## config.mk

```make
export PLATFORM = sky130hd
export DESIGN_NAME = matmul_ctrl_n
export DESIGN_NICKNAME = d
export VERILOG_FILES = /design/src/rtl/matmul_pkg.sv /design/src/rtl/matmul_ctrl_n_mac_lane.sv /design/src/rtl/matmul_ctrl_n.sv
export SDC_FILE = /design/constraint.sdc
export NUM_CORES = 1
export LEC_CHECK = 0
export ABC_AREA = 1
export CAP_MARGIN = 20
export CORE_MARGIN = 5
export CORE_UTILIZATION = 30
export CTS_CLUSTER_DIAMETER = 120
export DETAILED_ROUTE_END_ITERATION = 10
export MAX_ROUTING_LAYER = met4
export PLACE_DENSITY_LB_ADDON = 0.12
export SETUP_SLACK_MARGIN = 0.4
export SYNTH_ARGS = -nofsm -noshare
export SYNTH_HDL_FRONTEND = slang
export SYNTH_SLANG_ARGS = --single-unit
```

## constraint.sdc

```tcl
create_clock -name clk -period 18 [get_ports clk]
set_input_delay 3.6 -clock clk [delete_from_list [all_inputs] [get_ports clk]]
set_output_delay 3.6 -clock clk [all_outputs]
set_load 0.1 [all_outputs]
```

## src/rtl/matmul_pkg.sv

```systemverilog
// rtl/matmul_pkg.sv - shared types and width helpers for the NxN matrix-multiply controller
package matmul_pkg;

    // Controller phases: load operands, run the MAC sequence, pulse completion.
    typedef enum logic [1:0] {
        IDLE    = 2'd0,
        COMPUTE = 2'd1,
        DONE    = 2'd2
    } mm_state_t;

    // Default geometry of the original 2x2, 8-bit controller.
    localparam int MM_N_DEFAULT  = 2;
    localparam int MM_DW_DEFAULT = 8;

    // Row/column index width; a 1-bit index is the floor even for tiny N.
    function automatic int mm_iw(input int n);
        return (n <= 2) ? 1 : $clog2(n);
    endfunction

    // Accumulator width: full product plus headroom for N partial sums.
    function automatic int mm_aw(input int n, input int dw);
        return 2 * dw + $clog2(n);
    endfunction

endpackage

```

## src/rtl/matmul_ctrl_n_mac_lane.sv

```systemverilog
// rtl/matmul_ctrl_n_mac_lane.sv - sequential multiply-accumulate lane with C-preload and last-k write strobe
module matmul_mac_lane
    import matmul_pkg::*;
#(
    parameter int DW = MM_DW_DEFAULT,
    parameter int AW = mm_aw(MM_N_DEFAULT, MM_DW_DEFAULT)
) (
    input  logic          clk,
    input  logic          rst,
    input  logic          i_en,
    input  logic          i_first,
    input  logic          i_last,
    input  logic          i_init_sel,
    input  logic [AW-1:0] i_c_old,
    input  logic [DW-1:0] i_a,
    input  logic [DW-1:0] i_b,
    output logic [AW-1:0] o_sum,
    output logic          o_wr
);

    typedef logic [AW-1:0]   acc_t;
    typedef logic [2*DW-1:0] prod_t;

    prod_t w_prod;
    acc_t  w_base;
    acc_t  r_acc;

    // Start each dot product from zero or the old C value, then add the zero-extended product.
    always_comb begin
        w_prod = {{DW{1'b0}}, i_a} * {{DW{1'b0}}, i_b};
        w_base = i_first ? (i_init_sel ? i_c_old : '0) : r_acc;
        o_sum  = w_base + {{(AW - 2 * DW){1'b0}}, w_prod};
        o_wr   = i_en && i_last;
    end

    // Running partial sum; stale contents are harmless since k==0 never reads them.
    always_ff @(posedge clk or posedge rst) begin
        if (rst) begin
            r_acc <= '0;
        end else if (i_en) begin
            r_acc <= o_sum;
        end
    end

endmodule

```

## src/rtl/matmul_ctrl_n.sv

```systemverilog
// rtl/matmul_ctrl_n.sv - NxN load/compute/readout matmul controller (readout clamp under MATMUL_CTRL_SAT_EN)
module matmul_ctrl_n
    import matmul_pkg::*;
#(
    parameter int N  = MM_N_DEFAULT,
    parameter int DW = MM_DW_DEFAULT,
    parameter int IW = mm_iw(N),
    parameter int AW = mm_aw(N, DW)
) (
    input  logic          clk,
    input  logic          rst,
    input  logic          load_en,
    input  logic          load_sel_ab,
    input  logic [IW-1:0] load_row,
    input  logic [IW-1:0] load_col,
    input  logic [DW-1:0] in_data,
    input  logic          acc_mode,
    input  logic          out_en,
    input  logic [IW-1:0] out_row,
    input  logic [IW-1:0] out_col,
    output logic [AW-1:0] out_data,
    output logic          out_valid,
    output logic          busy,
    output logic          done
);

    localparam int NN = N * N;
    localparam int XW = $clog2(NN);

    typedef logic [DW-1:0] elem_t;
    typedef logic [AW-1:0] acc_t;
    typedef logic [XW-1:0] idx_t;

    mm_state_t     r_state;
    mm_state_t     w_state_nxt;

    elem_t         r_a [NN];
    elem_t         r_b [NN];
    acc_t          r_c [NN];
    logic [NN-1:0] r_a_flg;
    logic [NN-1:0] r_b_flg;

    logic [IW-1:0] r_i;
    logic [IW-1:0] r_j;
    logic [IW-1:0] r_k;
    logic          r_acc_mode_q;

    logic          w_load_ok;
    logic          w_rd_in;
    logic          w_all_loaded;
    logic          w_in_compute;
    logic          w_first_k;
    logic          w_last_k;
    logic          w_last_j;
    logic          w_last_i;
    idx_t          w_ld_idx;
    idx_t          w_rd_idx;
    idx_t          w_ij_idx;
    idx_t          w_ik_idx;
    idx_t          w_kj_idx;
    acc_t          w_mac_sum;
    logic          w_mac_wr;
    acc_t          w_c_rd;
    acc_t          w_rd_data;

    // Row-major flat index into the N*N element stores.
    function automatic idx_t f_idx(input logic [IW-1:0] row, input logic [IW-1:0] col);
        return XW'(int'(row) * N + int'(col));
    endfunction

    // Index decode, range checks and loop-end detection.
    always_comb begin
        w_ld_idx     = f_idx(load_row, load_col);
        w_rd_idx     = f_idx(out_row, out_col);
        w_ij_idx     = f_idx(r_i, r_j);
        w_ik_idx     = f_idx(r_i, r_k);
        w_kj_idx     = f_idx(r_k, r_j);
        w_load_ok    = load_en && (r_state == IDLE)
                       && (int'(load_row) < N) && (int'(load_col) < N);
        w_rd_in      = (int'(out_row) < N) && (int'(out_col) < N);
        w_all_loaded = (&r_a_flg) && (&r_b_flg);
        w_in_compute = (r_state == COMPUTE);
        w_first_k    = (r_k == '0);
        w_last_k     = (r_k == IW'(N - 1));
        w_last_j     = (r_j == IW'(N - 1));
        w_last_i     = (r_i == IW'(N - 1));
    end

    // Next-state decode; busy/done are pure functions of the current phase.
    always_comb begin
        w_state_nxt = r_state;
        busy        = 1'b0;
        done        = 1'b0;
        case (r_state)
            IDLE: begin
                if (w_all_loaded) begin
                    w_state_nxt = COMPUTE;
                end
            end
            COMPUTE: begin
                busy = 1'b1;
                if (w_last_i && w_last_j && w_last_k) begin
                    w_state_nxt = DONE;
                end
            end
            DONE: begin
                busy        = 1'b1;
                done        = 1'b1;
                w_state_nxt = IDLE;
            end
            default: begin
                w_state_nxt = IDLE;
            end
        endcase
    end

    // Phase register; reset aborts any compute in flight.
    always_ff @(posedge clk or posedge rst) begin
        if (rst) begin
            r_state <= IDLE;
        end else begin
            r_state <= w_state_nxt;
        end
    end

    // Accumulate mode is frozen at the moment compute starts.
    always_ff @(posedge clk or posedge rst) begin
        if (rst) begin
            r_acc_mode_q <= 1'b0;
        end else if ((r_state == IDLE) && w_all_loaded) begin
            r_acc_mode_q <= acc_mode;
        end
    end

    // Nested i/j/k walk with k fastest; counters sit at zero outside compute.
    always_ff @(posedge clk or posedge rst) begin
        if (rst) begin
            r_i <= '0;
            r_j <= '0;
            r_k <= '0;
        end else if (w_in_compute) begin
            if (w_last_k) begin
                r_k <= '0;
                if (w_last_j) begin
                    r_j <= '0;
                    r_i <= w_last_i ? '0 : r_i + 1'b1;
                end else begin
                    r_j <= r_j + 1'b1;
                end
            end else begin
                r_k <= r_k + 1'b1;
            end
        end else begin
            r_i <= '0;
            r_j <= '0;
            r_k <= '0;
        end
    end

    // Operand stores and loaded flags; flags drop during DONE so every run needs a full reload.
    always_ff @(posedge clk or posedge rst) begin
        if (rst) begin
            for (int x = 0; x < NN; x++) begin
                r_a[x] <= '0;
                r_b[x] <= '0;
            end
            r_a_flg <= '0;
            r_b_flg <= '0;
        end else begin
            if (w_load_ok) begin
                if (load_sel_ab) begin
                    r_b[w_ld_idx]     <= in_data;
                    r_b_flg[w_ld_idx] <= 1'b1;
                end else begin
                    r_a[w_ld_idx]     <= in_data;
                    r_a_flg[w_ld_idx] <= 1'b1;
                end
            end
            if (r_state == DONE) begin
                r_a_flg <= '0;
                r_b_flg <= '0;
            end
        end
    end

    matmul_mac_lane #(
        .DW (DW),
        .AW (AW)
    ) u_mac_lane (
        .clk        (clk),
        .rst        (rst),
        .i_en       (w_in_compute),
        .i_first    (w_first_k),
        .i_last     (w_last_k),
        .i_init_sel (r_acc_mode_q),
        .i_c_old    (r_c[w_ij_idx]),
        .i_a        (r_a[w_ik_idx]),
        .i_b        (r_b[w_kj_idx]),
        .o_sum      (w_mac_sum),
        .o_wr       (w_mac_wr)
    );

    // Result store: each C element is written once, on the last-k edge of its dot product.
    always_ff @(posedge clk or posedge rst) begin
        if (rst) begin
            for (int x = 0; x < NN; x++) begin
                r_c[x] <= '0;
            end
        end else if (w_mac_wr) begin
            r_c[w_ij_idx] <= w_mac_sum;
        end
    end

    // Readout value: out-of-range indices read as zero; optional clamp to element range.
    always_comb begin
        w_c_rd = w_rd_in ? r_c[w_rd_idx] : '0;
`ifdef MATMUL_CTRL_SAT_EN
        w_rd_data = (w_c_rd > {{(AW - DW){1'b0}}, {DW{1'b1}}})
                    ? {{(AW - DW){1'b0}}, {DW{1'b1}}} : w_c_rd;
`else
        w_rd_data = w_c_rd;
`endif
    end

    // Registered read port; data holds while no read is requested.
    always_ff @(posedge clk or posedge rst) begin
        if (rst) begin
            out_data  <= '0;
            out_valid <= 1'b0;
        end else if (out_en) begin
            out_data  <= w_rd_data;
            out_valid <= 1'b1;
        end else begin
            out_valid <= 1'b0;
        end
    end

endmodule

```

# After elaboration in Yosys (flattened, before gate mapping)
# Index checks and enable logic that the tools add are counted.
[op_classes] n_eq_ne=7 muxes=44 n_bitwise=8 shifts=0 order_cmp=9 n_reduce_logical=21 n_mul=1 addsub=9 div_mod_pow=0
[ops] operator="2-to-1 mux 17 bit" count=7
[ops] operator="binary-select mux 17 bit (select 2 bit)" count=2
[ops] operator="bitwise mux 68 bit" count=1
[ops] operator="bitwise mux 32 bit" count=2
[ops] operator="2-to-1 mux 8 bit" count=5
[ops] operator="demux 17 bit (select 2 bit)" count=1
[ops] operator="binary-select mux 8 bit (select 2 bit)" count=2
[ops] operator="2-to-1 mux 4 bit" count=6
[ops] operator="adder 17 x 16 -> 17 bit" count=1
[ops] operator="demux 8 bit (select 2 bit)" count=1
[ops] operator="multiplier 8 x 8 -> 16 bit" count=1
[ops] operator=">= comparator 3 bit, second input constant" count=5
[ops] operator="NOT 2 -> 3 bit" count=5
[ops] operator="2-to-1 mux 1 bit" count=13
[ops] operator="AND reduction 2 bit" count=6
[ops] operator="adder 2 x 1 -> 2 bit" count=5
[ops] operator="logical AND 1 bit" count=9
[ops] operator="inequality test 2 bit, second input constant" count=4
[ops] operator="bitwise OR 4 bit" count=2
[ops] operator="AND reduction 4 bit" count=2
[ops] operator="less-than comparator 3 x 1 -> 1 bit, second input constant" count=2
[ops] operator="2-to-1 mux 2 bit" count=2
[ops] operator="case mux 2 bit (2 select lines)" count=1
[ops] operator="nonzero test 2 bit" count=2
[ops] operator="other kinds (10)" count=12
[totals] latch_bits=0 ff_bits=181 output_inout_bits=20 word_cells=121 mem_bits_ro=0 input_bits=18 mem_bits_rw=0 n_memories=0

# Longest topological paths before layout
[logic_depth] word_depth=9 ltp_mapped=26 ltp_nobuf=24

# Modules after synthesis
# A second synthesis with hierarchy kept.
[unflattened] cells_unflattened=1442 area_unflattened_um2=11300.8
[modules_own_cells] module="matmul_ctrl_n" n_inst=1 seq_area_each_um2=4103.9 area_per_inst_um2=7568.5 cells_per_inst=900
[modules_own_cells] module="matmul_mac_lane" n_inst=1 seq_area_each_um2=425.4 area_per_inst_um2=3732.3 cells_per_inst=542

# Worst setup path after synthesis
# OpenSTA, ideal clock, no wires.
[synth_timing] path_type="register to output" start="register r_state[0]" end="output busy" arrival_ps=1268 stages_incl_launch_ff=3 slack_ps=13132 required_time_ps=14400 path_cell_list="dfrtp_1 inv_1 ha_1"
[synth_via] elab_chain_len=3 word_cells_on_any_way=4
[synth_lines] item="start, declared" line_no="matmul_ctrl_n.sv:34" rtl="mm_state_t r_state;"
[synth_lines] item="start signal, assigned" line_no="matmul_ctrl_n.sv:122" rtl="r_state <= w_state_nxt;"
[synth_lines] item="== test 2 bit / == test 2 x 1 -> 1 bit (equally long branches)" line_no="matmul_ctrl_n.sv:94" rtl="case (r_state)"
[synth_lines] item="OR reduction 2 bit (no source line) *"
[synth_lines] item="2-to-1 mux 1 bit *" line_no="matmul_ctrl_n.sv:94"
[synth_lines] item="end, declared" line_no="matmul_ctrl_n.sv:23" rtl="output logic busy,"
# Mark *: on every way between the ends. The rest lies on a longest branch, timed or not.

# Worst setup path after layout
[layout_timing] start="register r_k" end="register r_c[63] (netlist bit)"
[layout_via] elab_chain_len=8 word_cells_on_any_way=15
[layout_lines] item="start, declared" line_no="matmul_ctrl_n.sv:45" rtl="logic [IW-1:0] r_k;"
[layout_lines] item="start signal, assigned" line_no="matmul_ctrl_n.sv:151" rtl="r_k <= r_k + 1'b1;"
[layout_lines] item="adder 2 x 1 -> 2 bit" line_no="matmul_ctrl_n.sv:68" rtl="return XW'(int'(row) * N + int'(col));"
[layout_lines] item="NOT 2 -> 3 bit, on equally long branches" line_no="matmul_ctrl_n.sv:197, matmul_ctrl_n.sv:198"
[layout_lines] item="binary-select mux 8 bit (select 2 bit), on equally long branches" line_no="matmul_ctrl_n.sv:197, matmul_ctrl_n.sv:198"
[layout_lines] item="2-to-1 mux 8 bit, on equally long branches (2 in series)" line_no="matmul_ctrl_n.sv:197, matmul_ctrl_n.sv:198"
[layout_lines] item="multiplier 8 x 8 -> 16 bit" line_no="matmul_ctrl_n_mac_lane.sv:30" rtl="w_prod = {{DW{1'b0}}, i_a} * {{DW{1'b0}}, i_b};"
[layout_lines] item="adder 17 x 16 -> 17 bit" line_no="matmul_ctrl_n_mac_lane.sv:32" rtl="o_sum = w_base + {{(AW - 2 * DW){1'b0}}, w_prod};"
[layout_lines] item="bitwise mux 68 bit" line_no="matmul_ctrl_n.sv:210" rtl="r_c[w_ij_idx] <= w_mac_sum;"
[layout_lines] item="end signal, assigned by index" line_no="matmul_ctrl_n.sv:210"
[layout_lines] item="end, declared" line_no="matmul_ctrl_n.sv:39" rtl="acc_t r_c [NN];"
# Parallel ways exist; a longest one is shown, timed or not. The select of a mux whose other input is x is not followed.
# A chain may end at the register's enable or synchronous reset.

==> impl_metrics.env <==
export IMPL_status="completed"
export IMPL_netlist_instances=1348
export IMPL_setup_tns_ns=0
export IMPL_fin_crit_sh_pct=34.3
export IMPL_ant_nets=0
export IMPL_crit_path_end="r_c[63]$_DFFE_PP0P_"
export IMPL_core_area_mm2=0.0357
export IMPL_report_final_setup_viol=0
export IMPL_grt_busiest_layer="met2"
export IMPL_tritoncts="done"
export IMPL_synth_edff_count=0
export IMPL_met3_usage_pct=2.44
export IMPL_ys_ff_latch=181
export IMPL_drt_total_wl_um=32100
export IMPL_cp_end_kind="register"
export IMPL_rows=69
export IMPL_grt_max_degree=117
export IMPL_hold_buffers=0
export IMPL_skew_ns=0.0146
export IMPL_gp_congestion=0.877
export IMPL_dp_hpwl_um=22800
export IMPL_cts_root_buffer_cell="clkbuf_16"
export IMPL_viasPerCell=4.86
export IMPL_antenna_found_initial=0
export IMPL_grtUsageMet1_pct=22.8
export IMPL_avgSynthCellArea_um2=8.07
export IMPL_finish_utilization_pct=34.4
export IMPL_worstPathMaxFanout=39
export IMPL_yosys_warnings=0
export IMPL_die_w_um=200
export IMPL_io_pins=38
export IMPL_n_antenna_cell=0
export IMPL_grtUsageTotal_pct=16.7
export IMPL_die_area_mm2=0.0402
export IMPL_cts_path_max_buffers=2
export IMPL_dieHeight_um=200
export IMPL_reg2reg_depth=19
export IMPL_fmax_ghz=0.162
export IMPL_rr_endpoint="r_c[63]$_DFFE_PP0P_"
export IMPL_drt_pass1_iterations=5
export IMPL_nets=1470
export IMPL_yosysSeqAreaShare_pct=41.6
export IMPL_port_buffers=37
export IMPL_synth_cell_type_count=38
export IMPL_cp_arrival_ns=6.47
export IMPL_max_slew_margin_rel_pct=31.8
export IMPL_grt_pass1_wl_um=51600
export IMPL_worst_slew_pin_slew_ns=1.02
export IMPL_fillCellCount=3797
export IMPL_cp_start_kind="register"
export IMPL_clkSlewWorstSetupHoldPaths_ns=0.07
export IMPL_syn_num_nets=1458
export IMPL_clock_latency_ns=0.45
export IMPL_drc=0
export IMPL_drv_slew=0
export IMPL_crit_start="r_k$_DFF_PP0_"
export IMPL_grt_pass1_vias=8889
export IMPL_cts_buffers=17
export IMPL_grt_overflow=0
export IMPL_vias=8911
export IMPL_wl_per_cell_um=17.5
export IMPL_cap_violations=0
export IMPL_ys_flop_type="dfrtp_1"
export IMPL_use_met2_pct=26.5
export IMPL_worstPathRequired_ns=18.29
export IMPL_hold_path_class="reg -> reg"
export IMPL_hold_violations=0
export IMPL_async_flop_share_pct=100
export IMPL_netlist_area_mm2=0.0109
export IMPL_clock_sinks=181
export IMPL_start_util_pct=30.5
export IMPL_r2r_setup_slack_ns=11.82
export IMPL_cts_setup_buffers=0
export IMPL_ctsResizeCount=0
export IMPL_crit_type="reg -> reg"
export IMPL_r2r_start="r_k$_DFF_PP0_"
export IMPL_drtIter0Drc=425
export IMPL_rsz0062_at_grt="false"
export IMPL_htreeDepth=4
export IMPL_post_route_min_period_ns=6.18
export IMPL_drive_gt1_share_pct=5.69
export IMPL_syn_to_final_growth_pct=12.7
critical path: stages, from the launching register on:
cell and delay [ns]:
dfrtp_1 0.36, buf_4 0.28, inv_2 0.67, nand2_1 0.12, a32oi_1 0.63, nand2_1 0.18, fa_1 0.54, fa_1 0.56
inv_1 0.06, fa_1 0.53, inv_1 0.05, fa_1 0.52, inv_1 0.04, ha_1 0.34, a21oi_1 0.32, o21ai_0 0.20
nand2_1 0.12, nand4_1 0.20, nand3_1 0.16, o21ai_0 0.10
per-layer routing:
metal	vias to the layer above	part of all wire, %
li1	4373	-
met1	4324	49
met2	184	46
met3	30	3.4
met4	0	1.4
met5	-	0
cell usage in the layout, fill, tap and decap left out, types with 3 or more instances in the layout:
cell / n
o22ai_1: 9
clkdlybuf4s50_1: 37
o211ai_1: 4
nand2_2: 3
nor2_1: 107
fa_1: 50
inv_1: 169
o21ai_1: 33
o21ai_0: 138
clkinv_4: 4
bufinv_16: 3
dfrtp_1: 181
nand2_1: 348
o2111ai_1: 6
buf_4: 9
a22oi_1: 10
nand3_1: 53
clkinvlp_4: 3
ha_1: 42
a31oi_1: 17
clkbuf_16: 17
inv_2: 25
a21oi_1: 53
a32oi_2: 7
xnor2_1: 5
a32oi_1: 9
nand4_1: 9
metrics by stage:
| stage | area [um^2] | worst slack [ns] | std cells | hold WS, ns |
|---|---|---|---|---|
| finish | 12300 | 11.82 | 1833 | 0.483 |
| global route | 12300 | 11.46 | 1833 | 0.508 |
| CTS | 12300 | 11.79 | 1833 | 0.486 |
| detailed placement | 11700 | 11.80 | 1802 | 0.467 |
| global placement | 11700 | 11.92 | 1802 | 0.463 |
| floorplan | 10900 | 9.48 | 1348 | 0.449 |
registers in the layout (all words and copies together) (netlist names):
signal	cells
r_acc_mode_q	1
out_valid	1
r_a_flg	4
r_a	32
r_state	2
r_c	68
r_j	1
out_data	17
r_k	1
r_b	32
r_b_flg	4
r_i	1
u_mac_lane.r_acc	17
synthesized netlist by cell type (all sizes together) (4+ instances only):
cell	number	area [um^2]
nand2	351	1330
inv	195	732
dfrtp	181	4530
o21ai	171	856
nor2	110	430
a21oi	53	265
nand3	53	265
fa	50	1000
ha	42	526
buf	29	161
clkbuf	24	90.1
a31oi	17	106
a32oi	16	193
a22oi	10	75.1
nand4	9	56.3
o22ai	9	56.3
o2111ai	6	52.6
xnor2	5	43.8
o211ai	4	30.0
layout make-up:
| class | instances | area [um^2] | share of cell area [%] |
|---|---|---|---|
| Clock buffer | 20 | 457 | 3.72 |
| Clock inverter | 11 | 153 | 1.24 |
| Inverter | 196 | 743 | 6.06 |
| Multi-Input combinational cell | 918 | 5370 | 43.8 |
| Sequential cell | 181 | 4530 | 36.9 |
| Tap cell | 461 | 577 | 4.70 |
| Timing Repair Buffer | 46 | 438 | 3.57 |
logic make-up (layout without fill, tap and decap cells):
group,after synthesis,in the layout,share of synthesized area [%]
flip-flops,181,181,41.6
AND/OR/NAND/NOR,528,528,19.4
XOR/XNOR,5,5,0.402
AO/OA/AOI/OAI,293,293,15.5
adder cells (fa/ha/maj),92,92,14.0
buffers and inverters,249,273,9.07
worst min path at each step:
| stage | start | to | cells past startpoint |
|---|---|---|---|
| 6_report | r_c[32]$_DFFE_PP0P_ | r_c[32]$_DFFE_PP0P_ | 2 |
| 5_1_grt | r_c[25]$_DFFE_PP0P_ | r_c[25]$_DFFE_PP0P_ | 2 |
| 4_1_cts | r_c[49]$_DFFE_PP0P_ | r_c[49]$_DFFE_PP0P_ | 2 |
| 3_5_place_dp | r_c[32]$_DFFE_PP0P_ | r_c[32]$_DFFE_PP0P_ | 2 |
| 3_3_place_gp | u_mac_lane.r_acc[5]$_DFFE_PP0N_ | u_mac_lane.r_acc[5]$_DFFE_PP0N_ | 2 |
| 2_1_floorplan | r_c[32]$_DFFE_PP0P_ | r_c[32]$_DFFE_PP0P_ | 2 |
Power is not shown: default switching activity piles up to over one toggle a cycle in this logic, so the estimate is an artifact.
